`config.mk`:
```
export PLATFORM = sky130hd
export DESIGN_NAME = present_key_fun
export DESIGN_NICKNAME = d
export VERILOG_FILES = /design/src/rtl/present_key_fun.sv
export SDC_FILE = /design/constraint.sdc
export NUM_CORES = 1
export LEC_CHECK = 0
export BUFFER_PORTS_ARGS = -buffer_cell sky130_fd_sc_hd__buf_2
export CORE_UTILIZATION = 42
export CTS_CLUSTER_DIAMETER = 30
export DETAILED_ROUTE_END_ITERATION = 8
export PLACE_DENSITY = 0.9
export SLEW_MARGIN = 20
export SYNTH_ARGS = -nofsm -noshare
export SYNTH_HDL_FRONTEND = slang
export SYNTH_SLANG_ARGS = --single-unit
```
`constraint.sdc`:
```
create_clock -name inClk -period 5.57 [get_ports inClk]
set_input_delay 1.114 -clock inClk [delete_from_list [all_inputs] [get_ports inClk]]
set_output_delay 1.114 -clock inClk [all_outputs]
set_load 0.02 [all_outputs]
```
`src/rtl/present_key_fun.sv`:
```
// PRESENT-80 key schedule, one round per clock; latency 1 cycle, no backpressure (loads on every edge).
// Define PRESENT_ROUND_KEY_OUT_EN to add outRoundKey, which mirrors outData[79:16].
module present_key_fun (
    input  logic        inClk,
    input  logic        inRst,
    input  logic [79:0] inData,
    input  logic [4:0]  inRoundCounter,
    output logic [79:0] outData
`ifdef PRESENT_ROUND_KEY_OUT_EN
    ,
    output logic [63:0] outRoundKey
`endif
);

    logic [79:0] r_key;
    logic [79:0] w_rot;
    logic [3:0]  w_sbox;
    logic [79:0] w_next;

    assign w_rot = {inData[18:0], inData[79:19]};

    always_comb begin
        w_sbox = 4'h0;
        case (w_rot[79:76])
            4'h0: w_sbox = 4'hC;
            4'h1: w_sbox = 4'h5;
            4'h2: w_sbox = 4'h6;
            4'h3: w_sbox = 4'hB;
            4'h4: w_sbox = 4'h9;
            4'h5: w_sbox = 4'h0;
            4'h6: w_sbox = 4'hA;
            4'h7: w_sbox = 4'hD;
            4'h8: w_sbox = 4'h3;
            4'h9: w_sbox = 4'hE;
            4'hA: w_sbox = 4'hF;
            4'hB: w_sbox = 4'h8;
            4'hC: w_sbox = 4'h4;
            4'hD: w_sbox = 4'h7;
            4'hE: w_sbox = 4'h1;
            4'hF: w_sbox = 4'h2;
            default: w_sbox = 4'hx;
        endcase
    end

    // Counter lands on exactly bits 19:15 of the rotated key.
    always_comb begin
        w_next        = w_rot;
        w_next[79:76] = w_sbox;
        w_next[19:15] = w_rot[19:15] ^ inRoundCounter;
    end

    always_ff @(posedge inClk or posedge inRst) begin
        if (inRst) begin
            r_key <= 80'h0;
        end else begin
            r_key <= w_next;
        end
    end

    assign outData = r_key;

`ifdef PRESENT_ROUND_KEY_OUT_EN
    assign outRoundKey = r_key[79:16];
`endif

endmodule

```
==> impl_metrics.py <==
metrics = {
    "finish": {
        "syn2layout_area_growth_pct": 51.4,
        "layout-drive-gt1-share_pct": 64.3,
        "layout_common_cells": "buf_2, dfrtp_1, clkbuf_8",
        "final_nets": 373,
        "fin_util_pct": 66.2,
        "mostFrequentLayoutCell": "buf_2",
        "fin_area_um2": 3380,
        "largest_register_ffs": 80,
        "diodes": 0,
    },
    "global_route": {
        "grt-ovfl-total": 0,
        "antenna_found_initial": 0,
        "grtUsageTotal_pct": 17.3,
        "grt_max_degree": 81,
        "grt_pass1_vias": 1465,
        "grt_pass1_wl_mm": 6.57,
    },
    "placement": {
        "port_buffers": 166,
        "hpwlAfterDp_mm": 3.82,
        "placed_area_um2": 3150,
        "place_congestion": 0.726,
    },
    "detailed_routing": {
        "route.met3.wl_um": 682,
        "route.layer.met1.wl_mm": 1.52,
        "detail-route-antenna-nets": 0,
        "drt_pass1_iterations": 2,
        "vias": 1516,
        "top_layer": "met4",
        "wirelength_mm": 4.93,
        "drc": 0,
        "wl_per_cell_um": 13.9,
        "drt-vias-per-instance": 4.26,
        "met2WireLength_mm": 2.65,
        "drt_iter0_markers": 25,
    },
    "worst_setup_path": {
        "crit_path_max_incr_delay_ns": 0.38,
        "crit_buf_inv": 1,
        "startpoint_type": "flip-flop",
        "cp-end-kind": "output pin",
        "crit_fanout": 1,
        "crit_type": "reg2out",
        "cp_top_family": "flip-flops",
        "crit_chain": "buf_2",
        "slowest_stage": "dfrtp_1",
        "cp.arrival_ns": 0.87,
        "crit_required_ns": 4.46,
    },
    "die": {
        "die_w_um": 74.9,
        "start_util_pct": 43.8,
        "die_h_um": 74.9,
        "pin_count": 167,
        "die_area_um2": 5620,
        "rows": 26,
        "core_area_um2": 5110,
    },
    "logic_synthesis": {
        "syn_inst": 104,
        "synth-seq-cells": 80,
        "mappedNetlistArea_um2": 2230,
        "yosysUniqueCellTypes": 13,
        "avgSynthCellArea_um2": 21.5,
        "synth_warnings": 0,
        "ys_seq_area_share_pct": 89.6,
        "syn_nets": 196,
    },
    "power_and_ir_drop": {
        "p_leak_nw": 1.81,
        "power_density_nw_per_um2": 364,
        "peakVddDrop_mv": 0.180,
        "finalPower_mw": 1.23,
    },
    "hold_path": {
        "hp-class": "in2reg",
        "hold_end": "outData[62]$_DFF_PP0_",
        "min-delay-start": "inData[1]",
        "worst_hold_path.num_cells": 1,
    },
    "clock_network": {
        "cts_setup_buffers": 0,
        "cts_tree": "done",
        "cts.root.buffer_cell": "clkbuf_8",
        "clockBufferDepth": 2,
        "cts_resized": 0,
        "numCtsBuffers": 9,
        "htree_levels": 3,
        "cts_num_sinks": 80,
        "cts-hold-fix-buffers": 0,
        "clk_pin_slew_ns": 0.07,
    },
    "sta": {
        "hold_viol": 0,
        "tightest_slew_ns": 0.966,
        "rsz0062_at_grt": "no",
        "fmax_mhz": 504,
        "min_period_ns": 1.98,
        "slew-limit-headroom_pct": 35.6,
        "setup_viol": 0,
        "period_share_pct": 35.6,
        "slew_viol_final": 0,
        "hold_ws_ns": 0.881,
        "tns_ns": 0,
    },
    "job": {
        "cap_violations": 0,
    },
    "status": {
        "status": "complete, no violations",
    },
}
-- cells by family after synthesis --
kind of cell / after synthesis / share of synthesized area [%]
simple gates: 1 / 0.336
buf+inv: 5 / 1.18
flops: 80 / 89.6
compound gates: 4 / 1.29
mux: 3 / 2.46
fa+ha+maj: 5 / 2.80
xor+xnor: 6 / 2.35
-- synth_stat cells --
cell       instances  share of area [%]
dfrtp_1           80                 90
o21ai_0            1               0.22
mux2i_1            1               0.45
buf_6              1               0.50
ha_1               5                2.8
o21a_1             1               0.34
mux4_2             2                2.0
inv_1              4               0.67
o2bb2ai_1          1               0.39
o21bai_1           1               0.34
nor3b_1            1               0.34
xnor2_1            1               0.39
xor2_1             5                2.0
-- worst max path at each step --
stage / endpoint / slack [ns] / cells after the start / start
after floorplan: outData[0]$_DFF_PP0_ / 2.40 / 1 / inRst
after global placement: outData[78]$_DFF_PP0_ / 3.35 / 4 / inData[15]
after detailed placement: outData[78]$_DFF_PP0_ / 3.28 / 4 / inData[15]
after CTS: outData[26] / 3.55 / 1 / outData[26]$_DFF_PP0_
after global routing: outData[26] / 3.54 / 1 / outData[26]$_DFF_PP0_
final: outData[26] / 3.59 / 1 / outData[26]$_DFF_PP0_
-- layer usage --
metal	up-vias	track usage, %
li1	680	-
met1	721	15.4
met2	107	30.6
met3	8	8.97
met4	0	10.7
met5	-	0
-- power breakdown --
part	switching (mW)	leakage [nW]	total [mW]	internal, mW
Combinational	0.0850	0.766	0.137	0.0516
Sequential	0.00781	0.932	0.621	0.613
Clock	0.183	0.117	0.473	0.290
Total	0.276	1.81	1.23	0.955
-- cell type report --
class,instances,area [um2]
Clock buffer,14,173
Clock inverter,2,60.1
Fill cell,388,1720
Inverter,4,16.3
Multi-Input combinational cell,19,206
Sequential cell,80,2000
Tap cell,70,87.6
Timing Repair Buffer,167,838
-- per-stage QoR --
| stage | cells | worst slack, ns |
|---|---|---|
| 2_1_floorplan | 104 | 2.40 |
| 3_3_place_gp | 340 | 3.35 |
| 3_5_place_dp | 340 | 3.28 |
| 4_1_cts | 356 | 3.55 |
| 5_1_grt | 356 | 3.54 |
| 6_report | 356 | 3.59 |
(Power assumes the default switching activity.)
